### src/rtl/wb_merge_stage.sv
// wb_merge_stage
//   Write-back merge stage. Merges in-order execute results and variable-latency
//   load returns onto the single register-file write port. A load that loses
//   arbitration waits in a small in-order queue. A queued load is cancelled
//   (kill bit) when a younger execute result targets the same register.
//
// Ports
//   clk, reset          clock, synchronous active-high reset
//   ex_valid/RW/MD/DA   execute result qualifiers and destination
//   F_out, N_xor_V      execute result value and less-than flag
//   mem_valid/mem_ready load return handshake
//   memData, mem_DA     load return data and destination
//   writeData/Reg/Enable registered register-file write port
//   pending             queue holds at least one entry
//
// Optional feature macro: WB_BYPASS_EN
//   Adds byp_addr/byp_hit/byp_data so decode can forward the value on the
//   write port this cycle.
module wb_merge_stage #(
  parameter int DATA_W = 32,
  parameter int ADDR_W = 5,
  parameter int DEPTH  = 4
) (
  input  logic              clk,
  input  logic              reset,
  input  logic              ex_valid,
  input  logic [DATA_W-1:0] F_out,
  input  logic              N_xor_V,
  input  logic [ADDR_W-1:0] DA,
  input  logic              RW,
  input  logic [1:0]        MD,
  input  logic              mem_valid,
  output logic              mem_ready,
  input  logic [DATA_W-1:0] memData,
  input  logic [ADDR_W-1:0] mem_DA,
  output logic [DATA_W-1:0] writeData,
  output logic [ADDR_W-1:0] writeReg,
  output logic              writeEnable,
  output logic              pending
`ifdef WB_BYPASS_EN
  ,
  input  logic [ADDR_W-1:0] byp_addr,
  output logic              byp_hit,
  output logic [DATA_W-1:0] byp_data
`endif
);

  localparam int PTR_W = (DEPTH > 1) ? $clog2(DEPTH) : 1;
  localparam int CNT_W = PTR_W + 1;
  localparam logic [CNT_W-1:0] FULL_CNT = CNT_W'(DEPTH);

  logic [DATA_W-1:0] r_q_data [DEPTH];
  logic [ADDR_W-1:0] r_q_da   [DEPTH];
  logic [DEPTH-1:0]  r_q_kill;
  logic [PTR_W-1:0]  r_rd_ptr;
  logic [PTR_W-1:0]  r_wr_ptr;
  logic [CNT_W-1:0]  r_count;

  logic              w_e;
  logic [DATA_W-1:0] w_ex_data;
  logic              w_empty;
  logic              w_accept;
  logic              w_pop;
  logic              w_direct;
  logic              w_push;
  logic              w_push_kill;
  logic [DATA_W-1:0] w_head_data;
  logic [ADDR_W-1:0] w_head_da;
  logic              w_head_kill;

  assign w_e       = ex_valid & RW & (MD != 2'b01) & (DA != '0);
  assign w_ex_data = (MD == 2'b10) ? {{(DATA_W-1){1'b0}}, N_xor_V} : F_out;

  assign w_empty   = (r_count == '0);
  assign mem_ready = ~reset & (r_count < FULL_CNT);
  assign pending   = ~w_empty;

  // Arbitration: execute first, then queue head, then a direct load. A direct
  // load is only legal with an empty queue so load writes stay in return order.
  assign w_accept    = mem_valid & mem_ready;
  assign w_pop       = ~w_e & ~w_empty;
  assign w_direct    = ~w_e & w_empty & w_accept & (mem_DA != '0);
  // Loads to register 0 are accepted but dropped here.
  assign w_push      = w_accept & (mem_DA != '0) & ~w_direct;
  assign w_push_kill = w_e & (mem_DA == DA);

  assign w_head_data = r_q_data[r_rd_ptr];
  assign w_head_da   = r_q_da[r_rd_ptr];
  assign w_head_kill = r_q_kill[r_rd_ptr];

  always_ff @(posedge clk) begin
    if (w_push) begin
      r_q_data[r_wr_ptr] <= memData;
      r_q_da[r_wr_ptr]   <= mem_DA;
    end
  end

  always_ff @(posedge clk) begin
    if (reset) begin
      r_q_kill <= '0;
      r_rd_ptr <= '0;
      r_wr_ptr <= '0;
      r_count  <= '0;
    end else begin
      // Kill marking may touch free slots too; harmless, since a push always
      // rewrites the kill bit of the slot it fills (the later assignment wins).
      for (int i = 0; i < DEPTH; i++) begin
        if (w_e && (r_q_da[i] == DA)) r_q_kill[i] <= 1'b1;
      end
      if (w_push) begin
        r_q_kill[r_wr_ptr] <= w_push_kill;
        r_wr_ptr           <= r_wr_ptr + PTR_W'(1);
      end
      if (w_pop) r_rd_ptr <= r_rd_ptr + PTR_W'(1);
      case ({w_push, w_pop})
        2'b10:   r_count <= r_count + CNT_W'(1);
        2'b01:   r_count <= r_count - CNT_W'(1);
        default: r_count <= r_count;
      endcase
    end
  end

  // Write address/data only move on an actual write; they hold otherwise.
  always_ff @(posedge clk) begin
    if (reset) begin
      writeEnable <= 1'b0;
      writeData   <= '0;
      writeReg    <= '0;
    end else begin
      writeEnable <= 1'b0;
      if (w_e) begin
        writeEnable <= 1'b1;
        writeReg    <= DA;
        writeData   <= w_ex_data;
      end else if (w_pop) begin
        if (!w_head_kill && (w_head_da != '0)) begin
          writeEnable <= 1'b1;
          writeReg    <= w_head_da;
          writeData   <= w_head_data;
        end
      end else if (w_direct) begin
        writeEnable <= 1'b1;
        writeReg    <= mem_DA;
        writeData   <= memData;
      end
    end
  end

`ifdef WB_BYPASS_EN
  assign byp_hit  = writeEnable & (writeReg == byp_addr) & (byp_addr != '0);
  assign byp_data = byp_hit ? writeData : '0;
`endif

endmodule

### config.mk
export PLATFORM = sky130hd
export DESIGN_NAME = wb_merge_stage
export DESIGN_NICKNAME = d
export VERILOG_FILES = /design/src/rtl/wb_merge_stage.sv
export SDC_FILE = /design/constraint.sdc
export NUM_CORES = 1
export LEC_CHECK = 0
export CAP_MARGIN = 20
export CORE_UTILIZATION = 33
export CTS_CLUSTER_SIZE = 28
export DETAILED_ROUTE_END_ITERATION = 8
export GPL_TIMING_DRIVEN = 0
export PLACE_DENSITY = 0.54
export SLEW_MARGIN = 30
export SYNTH_ARGS = -nofsm -noshare
export SYNTH_HDL_FRONTEND = slang
export SYNTH_SLANG_ARGS = --single-unit
### constraint.sdc
create_clock -name clk -period 3.45 [get_ports clk]
set_clock_uncertainty 0.2 [all_clocks]
set_input_delay 0.69 -clock clk [delete_from_list [all_inputs] [get_ports clk]]
set_output_delay 0.69 -clock clk [all_outputs]
set_load 0.05 [all_outputs]
After elaboration in Yosys (flattened, before gate mapping)
Memories as Yosys holds them, arrays and structs flattened. A register that Yosys moved wholly into a read port is not among the register bits.
Index checks and enable logic that the tools add are counted.
- bits in registers: 49
- memory bits (writable): 148
- input port bits: 82
- output and inout port bits: 40
- word-level logic and storage cells: 91
- memories kept: 2
- add/sub/neg operators: 4
- $lt $le $gt $ge: 4
- eq/ne operators: 10
- muxes and demuxes: 34
- bitwise operators: 16
- reduce and logical (&&, ||, !) cells: 14
- memories (memory ; words ; bits a word ; read ports ; clocked after Yosys merged registers in ; wr ports ; line ; text):
    r_q_data ; 4 ; 32 ; 1 ; 1 ; 1 ; 52 ; logic [DATA_W-1:0] r_q_data [DEPTH];
    r_q_da ; 4 ; 5 ; 5 ; 1 ; 1 ; 53 ; logic [ADDR_W-1:0] r_q_da [DEPTH];
- operator list (kind ; number):
    32-bit two-way mux ; 5
    5-bit equality test ; 5
    5-bit two-way mux ; 4
    1-bit two-way mux ; 16
    5-bit nonzero test ; 3
    1-bit AND ; 12
    2-bit two-way mux ; 4
    1-bit logical AND ; 6
    2-bit by 3-bit < comparator with 1-bit output, second input constant ; 2
    3-bit one-hot mux with 2 select lines ; 1
    2-bit by 1-bit adder with 2-bit output, second input constant ; 2
    4-bit bitwise mux ; 1
    2-bit equality test, second input constant ; 2
    4-bit two-way mux ; 1
    1-bit NOT ; 4
    3-bit by 1-bit adder with 3-bit output, second input constant ; 1
    3-bit logical NOT ; 1
    3-bit < comparator, second input constant ; 1
    3-bit by 2-bit inequality test with 1-bit output, second input constant ; 1
    3-bit nonzero test ; 1
    3-bit by 1-bit subtractor with 3-bit output, second input constant ; 1
    1-bit binary-select mux with 2-bit select ; 1
    1-bit demux with 2-bit select ; 1
    2-bit by 1-bit equality test with 1-bit output, second input constant ; 1
    other kinds (5) ; 5

Longest topological paths before layout
- word-level depth: 11
- mapped depth: 13
- mapped depth without buffers: 10

Least setup slack after synthesis
OpenSTA, ideal clock, no wires.
- kind: input port to flip-flop
- from: in reset
- to: mem r_q_da[0][0] (enable)
- data arrival time: 3.254 ns
- path slack: -0.402 ns
- stages on the path: 6
- path buffers: 2
- cell sequence: clkbuf_1 -> nor2_1 -> o211ai_1 -> a21oi_1 -> buf_2 -> and2_1
- word-level cells in the longest chain between the ends: 9
- ends and longest elaborated chain (what ; line ; text):
    start, declared ; 25 ; input logic reset,
    1-bit NOT * ; 75 ; assign mem_ready = ~reset & (r_count < FULL_CNT);
    1-bit AND * ; 75 ;
    via mem_ready ; 33 ; output logic mem_ready,
    1-bit AND * ; 80 ; assign w_accept = mem_valid & mem_ready;
    1-bit AND (2 in series) ; 82 ; assign w_direct = ~w_e & w_empty & w_accept & (mem_DA != '0);
    1-bit NOT ; 84 ; assign w_push = w_accept & (mem_DA != '0) & ~w_direct;
    1-bit AND * ; 84 ;
    1-bit two-way mux * ; 92 ; if (w_push) begin
    1-bit two-way mux (not written as such) * ; 94 ; r_q_da[r_wr_ptr] <= mem_DA;
    end, declared ; 53 ;
The timed path passes the listed nets; every way through them passes the cells marked *.

Worst setup path in the final report
- from: in mem_DA[3]
- to: reg r_count[2]
- word-level cells in the longest chain between the ends: 6
- ends and longest elaborated chain (what ; line ; text):
    start, declared ; 35 ; input logic [ADDR_W-1:0] mem_DA,
    5-bit nonzero test * ; 82, 84 ;
    1-bit AND ; 82 ;
    1-bit NOT ; 84 ;
    1-bit AND * ; 84 ;
    2-bit by 1-bit equality test with 1-bit output / 2-bit equality test (equally long branches) ; 115 ; case ({w_push, w_pop})
    3-bit one-hot mux with 2 select lines / 2-bit nonzero test (equally long branches) ; -- ;
    end signal, assigned ; 116 ; 2'b10: r_count <= r_count + CNT_W'(1);
    end signal, assigned ; 117 ; 2'b01: r_count <= r_count - CNT_W'(1);
    end signal, assigned ; 118 ; default: r_count <= r_count;
    end, declared ; 57 ; logic [CNT_W-1:0] r_count;
Mark *: on every way between the ends. The rest lies on a longest branch, timed or not.
A chain may end at the register's enable or synchronous reset.

==> summary.txt <==
status: completed
Netlist cell types: 43
Die W: 163 um
Power per Cell Area: 855 nW/um^2
Buffers & Inverters on Critical Path: 4
nets: 768
max incr delay on CP: 0.56 ns
Post-DRT Antenna Nets: 0
Yosys top cell by area: edfxtp_1
# IOs: 122
Core Rows: 58
number of global-route vias before repair: 5,723
RSZ-0062 raised after global routing: no
Post-synth ARST share: 0%
GPL Wtd Cong: 0.793
CP startpoint kind: primary input
CTS Buffer Depth: 2
min cycle time layout: 3.34 ns
total CTS buffers: 17
CP Capture Type: register
max-slew violation count: 0
Placement Setup Slack: -0.446 ns
Netlist Area Pre-Place: 8540 um^2
Initial DRC Count: 419
worst-margin pin slew: 0.896 ns
Synth top cells by count: 148 x edfxtp_1, 51 x dfxtp_1, 38 x mux4_2, 36 x a31oi_1, 33 x and3_1
vias per cell: 5.39
Total Wirelength: 22.3 mm
final core utilization: 42.7%
Die Height: 163 um
Slowest cell on crit path: clkdlybuf4s50_1
GRT Total Usage: 17.4%
final period utilization: 96.8%
setup_tns: 0 ns
vias: 5,517
FMAX: 299 MHz
syn_area_per_cell: 15.7 um^2
core area: 25,300 um^2
layout cells sized above 1: 18.3%
Critical Path RT: 3.62 ns
crit path max fanout: 10
final-report setup violation count: 0
first-pass GRT wire length: 33.9 mm
worst hold-check path type: reg2reg
Yosys Warn Count: 0
Top FF cell, synth: edfxtp_1
clk_lat worst skew: 0.43 ns
area delta synth->final: 26.2%
critical path class: in2reg
drt first pass iters: 5
Die Area: 26,500 um^2
final count of hold timing violations: 0
final worst setup slack: 0.110 ns
CTS tree: built
CTS Sinks: 199
clk root buf: clkbuf_16
largest net degree at the start of global routing: 38
routed len/inst: 21.8 um
CP Data Arrival Time: 3.51 ns
Filler cells: 2,308
Max VDD drop: 548 uV
crit-path cells: clkdlybuf4s50_1 > or4_1 > o211ai_1 > a21oi_4 > buf_6 > inv_4 > ha_4 > inv_1 > fa_2 > xor2_1 > or3_1 > a21oi_1
P_leak: 0.00353 uW
initial antenna violation count: 0
Hold WS: 0.296 ns
sequential fraction of the synthesis area: 64.0%
MaxCap Viol Count: 0
gate count after technology mapping: 544
clk slew on worst S/H paths: 0.07 ns
total gr overflow: 0
register bit total from synthesis: 199
top cell type's share of synthesized area: 52.1%
post-detail-place hpwl: 15.1 mm
number of diodes: 0
IO buf count: 115
Synthesized Nets: 632
# DRC: 0
Initial Util: 33.8%
Synth area leaders: edfxtp_1 52%, dfxtp_1 12%, mux4_2 10%
Slew Limit Headroom: 40.3%
CP top delay family: simple AND/OR/NAND/NOR gates
Post-synth EDFFs: 148
CTS H-tree depth: 4
count leader, synth: edfxtp_1
Tot Pwr: 9210 uW
[metal layers]
metal	wire, um	global-route usage (%)	share of wire (%)
met5	0	0	0
met4	410	5.52	1.8
met3	1330	4.10	6.0
met2	11000	28.9	49
met1	9640	22.4	43
[cells by family (layout without fill, tap and decap cells)]
group,Yosys count,in the layout,synth area share [%]
xor gates and xnor gates,30,30,3.08
adders and majority gates,6,6,0.967
AOI/OAI and AO/OA,121,121,11.9
buffers and inverters,55,204,3.02
muxes,43,43,10.6
DFF,199,199,64.0
and+or+nand+nor,90,90,6.38
[stage by stage]
| step | instances | instance area (um^2) |
|---|---|---|
| floorplan | 544 | 8580 |
| global placement | 989 | 10100 |
| detailed placement | 989 | 10200 |
| CTS | 1022 | 10800 |
| global route | 1023 | 10800 |
| finish | 1023 | 10800 |
[layout make-up]
class | instances | area, um^2 | area share, %
Clock inverter | 14 | 164 | 1.52
Clock buffer | 18 | 429 | 3.98
Sequential cell | 199 | 5470 | 50.7
Buffer | 48 | 248 | 2.30
Timing Repair Buffer | 117 | 1170 | 10.9
Inverter | 7 | 28.8 | 0.267
Multi-Input combinational cell | 290 | 2860 | 26.5
Tap cell | 330 | 413 | 3.83
[report_power, final]
| part | internal [uW] | switching (uW) |
|---|---|---|
| Sequential | 2930 | 198 |
| Combinational | 1600 | 2480 |
| Clock | 1040 | 955 |
[sequential cells by signal, indices dropped and copies added, names as in the netlist, named ones only]
signal / flops
writeData: 32
writeReg: 5
writeEnable: 1
r_count: 3
r_rd_ptr: 2
r_q_da: 20
r_q_kill: 4
r_q_data: 128
r_wr_ptr: 2
[cell usage in the layout (no fill, tap or decap), types with 6 or more instances in the layout]
cell type,Yosys,final
edfxtp_1,148,148
a211oi_1,18,18
clkbuf_1,29,29
mux4_2,38,38
xor2_1,13,13
dfxtp_1,51,51
and3_1,33,33
a31oi_1,36,36
nor2_1,16,16
buf_6,4,6
clkbuf_16,0,17
buf_2,11,9
nand3_1,6,6
xnor2_1,17,17
a211oi_2,20,20
a221oi_1,32,32
clkdlybuf4s50_1,0,112
[path summary, 6_finish.rpt]
kind	from	endpoint	slack, ns	depth (start not counted)
setup / recovery	mem_DA[3]	r_count[2]$_SDFFE_PP0P_	0.11	12
hold / removal	writeReg[0]$_SDFFE_PP0P_	writeReg[0]$_SDFFE_PP0P_	0.30	2
setup reg to reg	register	writeData[27]$_SDFFE_PP0P_	0.63	8
hold reg to reg	writeReg[0]$_SDFFE_PP0P_	writeReg[0]$_SDFFE_PP0P_	0.30	2
[what timing repair did]
action | CTS | global route
endpoints found under the hold margin | 0 | 0
gates resized for setup | 3 | 3
pin swaps | 1 | 1
hold buffers | 0 | 0
endpoints found under the setup margin | 2 | 3
setup buffers | 1 | 1
[tightest hold or removal path, cell delays in order (launching register included)]
cell and delay, ns:
dfxtp_1 0.33, nand2b_1 0.07, mux2i_1 0.06
No activity file was read; power rests on OpenSTA's default activity.
